--- src/rtl/channel_out.sv ---
// Purpose: one WS2812-style serial output channel; reads 24-bit pixels from colour RAM and emits the T0H/T0L/T1H/T1L waveform, then a latch low period.
// Latency: first high edge 3 cycles after start_i (READ, LOAD, then BIT_H); done_o pulses on the last latch cycle.
// Backpressure: none; start_i is ignored while busy_o is high (including the done_o cycle), and RAM data is taken exactly 1 cycle after the read strobe.
module channel_out #(
    parameter logic [15:0] RST_CYCLES = 16'd16000
) (
    input  logic        clk_i,
    input  logic        rst_n_i,
    input  logic        start_i,
    input  logic [7:0]  reg_t0h_time_i,
    input  logic [7:0]  reg_t0l_time_i,
    input  logic [7:0]  reg_t1h_time_i,
    input  logic [7:0]  reg_t1l_time_i,
    input  logic [7:0]  reg_chan_len_i,
    output logic        ram_rd_en_o,
    output logic [7:0]  ram_rd_addr_o,
    input  logic [31:0] ram_rd_data_i,
    output logic        bit_code_o,
    output logic        busy_o,
    output logic        done_o
);

    typedef enum logic [2:0] {
        IDLE,
        READ,
        LOAD,
        BIT_H,
        BIT_L,
        LATCH
    } state_t;

    state_t      state;
    logic [7:0]  t0h_q;
    logic [7:0]  t0l_q;
    logic [7:0]  t1h_q;
    logic [7:0]  t1l_q;
    logic [7:0]  len_q;
    logic [7:0]  addr;
    logic [23:0] shift;
    logic [4:0]  bit_cnt;
    logic [7:0]  dur;
    logic [15:0] lcnt;

    // The address register is the read address in every state; only the strobe marks a real read.
    assign ram_rd_addr_o = addr;

    // Frame sequencer: timing snapshot, pixel fetch, per-bit high/low phases and the latch period.
    always_ff @(posedge clk_i or negedge rst_n_i) begin
        if (!rst_n_i) begin
            state       <= IDLE;
            t0h_q       <= 8'd0;
            t0l_q       <= 8'd0;
            t1h_q       <= 8'd0;
            t1l_q       <= 8'd0;
            len_q       <= 8'd0;
            addr        <= 8'd0;
            shift       <= 24'd0;
            bit_cnt     <= 5'd0;
            dur         <= 8'd0;
            lcnt        <= 16'd0;
            ram_rd_en_o <= 1'b0;
            bit_code_o  <= 1'b0;
            busy_o      <= 1'b0;
            done_o      <= 1'b0;
        end else begin
            ram_rd_en_o <= 1'b0;
            done_o      <= 1'b0;
            case (state)
                IDLE: begin
                    if (start_i) begin
                        // Snapshot so register writes mid-frame only affect the next frame.
                        t0h_q       <= reg_t0h_time_i;
                        t0l_q       <= reg_t0l_time_i;
                        t1h_q       <= reg_t1h_time_i;
                        t1l_q       <= reg_t1l_time_i;
                        len_q       <= reg_chan_len_i;
                        addr        <= 8'd0;
                        busy_o      <= 1'b1;
                        ram_rd_en_o <= 1'b1;
                        state       <= READ;
                    end
                end
                READ: begin
                    state <= LOAD;
                end
                LOAD: begin
                    // Upper byte of the RAM word is unused; pixel is GRB in bits 23:0.
                    shift      <= ram_rd_data_i[23:0];
                    bit_cnt    <= 5'd23;
                    dur        <= ram_rd_data_i[23] ? t1h_q : t0h_q;
                    bit_code_o <= 1'b1;
                    state      <= BIT_H;
                end
                BIT_H: begin
                    if (dur == 8'd0) begin
                        bit_code_o <= 1'b0;
                        dur        <= shift[23] ? t1l_q : t0l_q;
                        state      <= BIT_L;
                    end else begin
                        dur <= dur - 8'd1;
                    end
                end
                BIT_L: begin
                    if (dur != 8'd0) begin
                        dur <= dur - 8'd1;
                    end else if (bit_cnt != 5'd0) begin
                        // Next bit is shift[22]; choose its high time before the shift lands.
                        shift      <= {shift[22:0], 1'b0};
                        bit_cnt    <= bit_cnt - 5'd1;
                        dur        <= shift[22] ? t1h_q : t0h_q;
                        bit_code_o <= 1'b1;
                        state      <= BIT_H;
                    end else if (addr == len_q) begin
                        lcnt   <= RST_CYCLES - 16'd1;
                        done_o <= (RST_CYCLES == 16'd1);
                        state  <= LATCH;
                    end else begin
                        // READ+LOAD stretch this pixel's last low phase by two cycles.
                        addr        <= addr + 8'd1;
                        ram_rd_en_o <= 1'b1;
                        state       <= READ;
                    end
                end
                LATCH: begin
                    if (lcnt == 16'd0) begin
                        busy_o <= 1'b0;
                        state  <= IDLE;
                    end else begin
                        lcnt   <= lcnt - 16'd1;
                        done_o <= (lcnt == 16'd1);
                    end
                end
                default: begin
                    state <= IDLE;
                end
            endcase
        end
    end

endmodule

--- config.mk ---
export PLATFORM = sky130hd
export DESIGN_NAME = channel_out
export DESIGN_NICKNAME = d
export VERILOG_FILES = /design/src/rtl/channel_out.sv
export SDC_FILE = /design/constraint.sdc
export NUM_CORES = 1
export LEC_CHECK = 0
export ABC_AREA = 1
export ABC_CLOCK_PERIOD_IN_PS = 3800
export BUFFER_PORTS_ARGS = -buffer_cell sky130_fd_sc_hd__buf_2
export CORE_MARGIN = 3
export CORE_UTILIZATION = 42
export DETAILED_ROUTE_END_ITERATION = 16
export GPL_TIMING_DRIVEN = 0
export HOLD_SLACK_MARGIN = 0.15
export PLACE_DENSITY = 0.61
export SLEW_MARGIN = 20
export SYNTH_ARGS = -nofsm -noshare
export SYNTH_HDL_FRONTEND = slang
export SYNTH_SLANG_ARGS = --single-unit
--- constraint.sdc ---
create_clock -name clk_i -period 3.8 [get_ports clk_i]
set_input_delay 0.38 -clock clk_i [delete_from_list [all_inputs] [get_ports clk_i]]
set_output_delay 0.38 -clock clk_i [all_outputs]
set_load 0.01 [all_outputs]
Word-level counts from Yosys, hierarchy flattened:

Cells that the tools add are included.

* divide/modulo/power cells: 0
* shift-type cells: 0
* bitwise operators: 0
* reductions and logical operators: 18
* add/subtract/negate cells: 4
* $mul: 0
* equal/unequal tests: 17
* $lt $le $gt $ge: 0
* multiplexer cells: 44

Operator list (number)
* $mux 8: 10
* $mux 16: 4
* $mux 24: 2
* $pmux 24 s2: 1
* $pmux 16 s2: 1
* $pmux 8 s3: 1
* $mux 3: 6
* $ne 2x2->1 const B: 9
* $pmux 3 s6: 1
* $eq 16x1->1 const B: 1
* $logic_not 16->1: 1
* $pmux 8 s2: 1
* $sub 16x1->16 const B: 1
* $mux 1: 11
* $mux 5: 2
* $pmux 5 s2: 1
* $reduce_and 5->1: 2
* $add 8x1->8 const B: 1
* $eq 8x8->1: 1
* $logic_not 8->1: 1
* $reduce_and 4->1: 2
* $reduce_bool 2->1: 4
* $reduce_bool 8->1: 1
* $sub 8x1->8 const B: 1
* 12 further kinds: 17

* register bits: 108
* logic and storage cells: 98
* input port bits: 75
* bits in writable memories: 0
* bits in latches: 0
* memories kept: 0
* ROM bits: 0
* output and inout bits: 12

Logic depth before layout (Yosys ltp):

* depth after elaboration: 5
* depth in mapped cells: 12
* mapped depth without buffers: 12

Worst setup path after synthesis:

OpenSTA, ideal clock, no wires.

* path kind: register -> register
* from: register dur[0]
* to: register bit_cnt[4]
* stages on the path, launching flop included: 12
* clock period less this slack: 1608 ps
* buffers on the path: 1
* data arrival time: 1525 ps
* data required time: 3717 ps
* library setup time: 83 ps
* slack: 2192 ps
* cell sequence: dfrtp_1 -> inv_1 -> ha_1 -> inv_1 -> nor2_1 -> nand2_2 -> inv_2 -> nand2_1 -> nand2_2 -> buf_2 -> o21ai_0 -> o21ai_0

* cells in the longest elaborated chain, start to end: 3

RTL lines
* start: declaration: line 41 `logic [7:0] dur;`
* start signal: assignment: line 90 `dur <= ram_rd_data_i[23] ? t1h_q : t0h_q;`
* start signal: assignment: line 97 `dur <= shift[23] ? t1l_q : t0l_q;`
* start signal: assignment: line 100 `dur <= dur - 8'd1;`
* $reduce_bool 8->1: line 104 `if (dur != 8'd0) begin`
* $ne 2x2->1 (no line)
* $reduce_and 3->1 (no line)
* end signal: assignment: line 109 `bit_cnt <= bit_cnt - 5'd1;`
* end: declaration: line 40 `logic [4:0] bit_cnt;`

No other way between the ends.
A chain may end at the register's enable or synchronous reset.

Worst setup path in the final report:

* from: register state[1]
* to: register t0h_q[7]

* cells in the longest elaborated chain, start to end: 2

RTL lines
* start: declaration: line 32 `state_t state;`
* start signal: assignment: line 50 `state <= IDLE;`
* start signal: assignment: line 80 `state <= READ;`
* start signal: assignment: line 84 `state <= LOAD;`
* $logic_not 3->1: line 68 `case (state)`
* $reduce_and 2->1 (no line)
* end signal: assignment: line 72 `t0h_q <= reg_t0h_time_i;`
* end: declaration: line 33 `logic [7:0] t0h_q;`

No other way between the ends.

==> metrics <==
fmax=495 MHz; Post-Syn Nets=891; final hold violation count=0; cts bufs inserted=9; largest area contributor in the netlist=dfrtp_1; slowest CP cell=dfrtp_1; most frequent cells in the layout=284 x nand2_1, 108 x dfrtp_1, 82 x nor2_1, 82 x buf_2, 72 x inv_1; initial drt markers=338; Mapped Cells=808; synth top area cells=dfrtp_1 46%, nand2_1 18%, nor2_1 5.2%, nand3_1 4.7%, inv_1 4.6%; clock latency on the worst-skew pair=0.36 ns; warnings from Yosys=0; clock skew=0.00623 ns; row cnt=42; GRT busiest layer=met2; CP arrival=2.27 ns; Tmin final=2.02 ns; Initial Utilization=43.8%; Total Nets Final=982; met1 usage=26.5%; Final setup viols=0; Synth cell types=33; Worst Max-Slew Pin Slew=0.585 ns; GR met3 Demand/Resource=5.70%; most common cell after layout, fill and taps aside=nand2_1; CP Data Required Time=4.05 ns; ys async rst share=100%; # port buffers=78; worst setup path class=reg2reg; Final Cell Area=6850 µm²; max-cap violations=0; # IOs=87; Leak=3.45 nW; CP cell instances=nor2_4 -> nand2_1 -> nor2_2 -> inv_2 -> clkbuf_1 -> nand2_1 -> nand2_1; DRT antenna net count=0; unrepaired setup endpoints after global routing=false; DIE AREA=15600 µm²; Min-Delay Path Class=in2reg; clk root buf=clkbuf_16; first-pass GRT wire length=24.5 mm; DIE WIDTH=125 µm; CORE AREA=13500 µm²; crit share post-route=53.2%; TritonCTS clock tree=done; TritonRoute pass-1 iters=5; top_reg_cell synth=dfrtp_1; wire per inst=13.2 µm; Setup TNS Final=0 ns; Setup crit end kind=flip-flop; vias=5248; final wirelength=14.2 mm; Pwr Density=708 nW/µm²; gr ovfl total=0; share of layout cells above drive strength 1=14.6%; Post-CTS Setup Inserts=0; routing usage on met2=30.0%; Post-synth EDFFs=0; Worst path max stage delay=0.48 ns; antenna violations before repair=0; Pwr Total=4.85 mW; top-area cell type share of the netlist area=45.6%; Vias per Instance=4.86; status=completed; Synth Area per Inst=7.33 µm²; CTS H-tree depth=3; Clock Path Buffers=2; CTS sink count=108; ant diodes=0; crit start category=flip-flop; Final Max Slew Viols=0; Slew HR=61.0%; Layout Utilization=50.8%; Area growth syn-to-layout=15.7%; Vert. Die Dim=125 µm; gpl congestion=0.856; worst path bufs/invs=2; Cell Area, Placed=6570 µm²; # DRC=0; Peak VDD IR=388 µV; most frequent CP cell=nand2_1; Mapped Area=5920 µm²; pin count of the biggest net entering global routing=58; sequential area share after synthesis=45.6%; critical path fanouts, max=10; GRT Util Overall=19.2%; number of global-route vias before repair=5146; Synth Register Bits=108; Top Family by Delay on Critical Path=simple AND/OR/NAND/NOR gates; HPWL Detailed=10.5 mm; clock-pin slew on the worst setup and hold paths=0.07 ns
[worst paths after layout]
kind | to | slack [ns] | start | cells after the start
max | t0h_q[7] | 1.78 | state[1] | 7
max reg2reg | t0h_q[7] | 1.78 | state[1] | 7
min in group asynchronous | shift[11] | 0.54 | rst_n_i | 2
max in group asynchronous | t1l_q[4] | 2.60 | rst_n_i | 3
min reg2reg | t0l_q[5] | 0.47 | t0l_q[5] | 2
min | t0l_q[6] | 0.22 | reg_t0l_time_i[6] | 3
[routing by layer]
metal	part of all wire, %	vias up
met5	0	-
met4	1.0	0
li1	-	2770
met3	5.3	12
met2	45	125
met1	49	2341
[cell families after synthesis]
family	share of synthesized area, %
simple gates	32.2
compound gates	10.8
xor+xnor	1.92
buf+inv	7.39
fa+ha+maj	1.69
mux	0.338
flops	45.6
[area by class of cell]
cell class              count  area [µm²]
multi-input cells         591        2780
well taps                 176         220
plain buffers              25         123
inverters                  84         315
clock buffers              11         243
fillers                  1413        6650
flip-flops and latches    108        2700
clock inverters             5        35.0
repair buffers             80         434
[worst reg2reg max path, cell delays in order (launching register included)]
cell and delay, ns:
dfrtp_1 0.48, nor2_4 0.19, nand2_1 0.09, nor2_2 0.46
inv_2 0.24, clkbuf_1 0.28, nand2_1 0.12, nand2_1 0.06
[timing repair]
item                                    CTS  global route
hold endpoints to repair                 51             0
resized for setup                         0             0
endpoints found under the setup margin    0             0
hold buffers                              1             0
[flip-flops by register name, indices dropped and copies added, names as in the netlist]
signal,flops
ram_rd_en_o,1
busy_o,1
shift,24
bit_cnt,5
state,3
ram_rd_addr_o,8
len_q,8
t0h_q,8
bit_code_o,1
dur,8
lcnt,16
t1l_q,8
t0l_q,8
t1h_q,8
done_o,1
[synth_stat cells (2+ instances only)]
cell type,count
or2_2,3
buf_4,4
nand3b_1,6
nand2_1,284
ha_1,8
mux2i_1,2
o21ai_1,13
o211ai_1,27
a21oi_1,13
nor2_4,2
inv_1,72
buf_2,5
dfrtp_1,108
nand2_4,2
clkbuf_1,14
o21a_1,2
nand4_1,4
nor3b_1,2
nor2_2,2
inv_2,11
nor3_1,6
nand2_2,6
nand3_1,56
o21ai_0,52
xor2_1,7
xnor2_1,6
a211oi_1,4
nor2_1,82
[report_power, final]
group | total, mW | switching (mW) | internal (mW)
Clock | 0.897 | 0.431 | 0.466
Combinational | 1.99 | 1.28 | 0.708
Sequential | 1.96 | 0.334 | 1.63
Total | 4.85 | 2.05 | 2.80
[metrics by stage]
stage          cells  setup slack [ns]  hold WS, ns
6_report        1080              1.78        0.219
5_1_grt         1080              1.50        0.218
4_1_cts         1080              1.77        0.206
3_5_place_dp    1063              1.78        0.376
3_3_place_gp    1062              1.03        0.450
2_1_floorplan    808              2.19       0.0844
(Power assumes the default switching activity.)
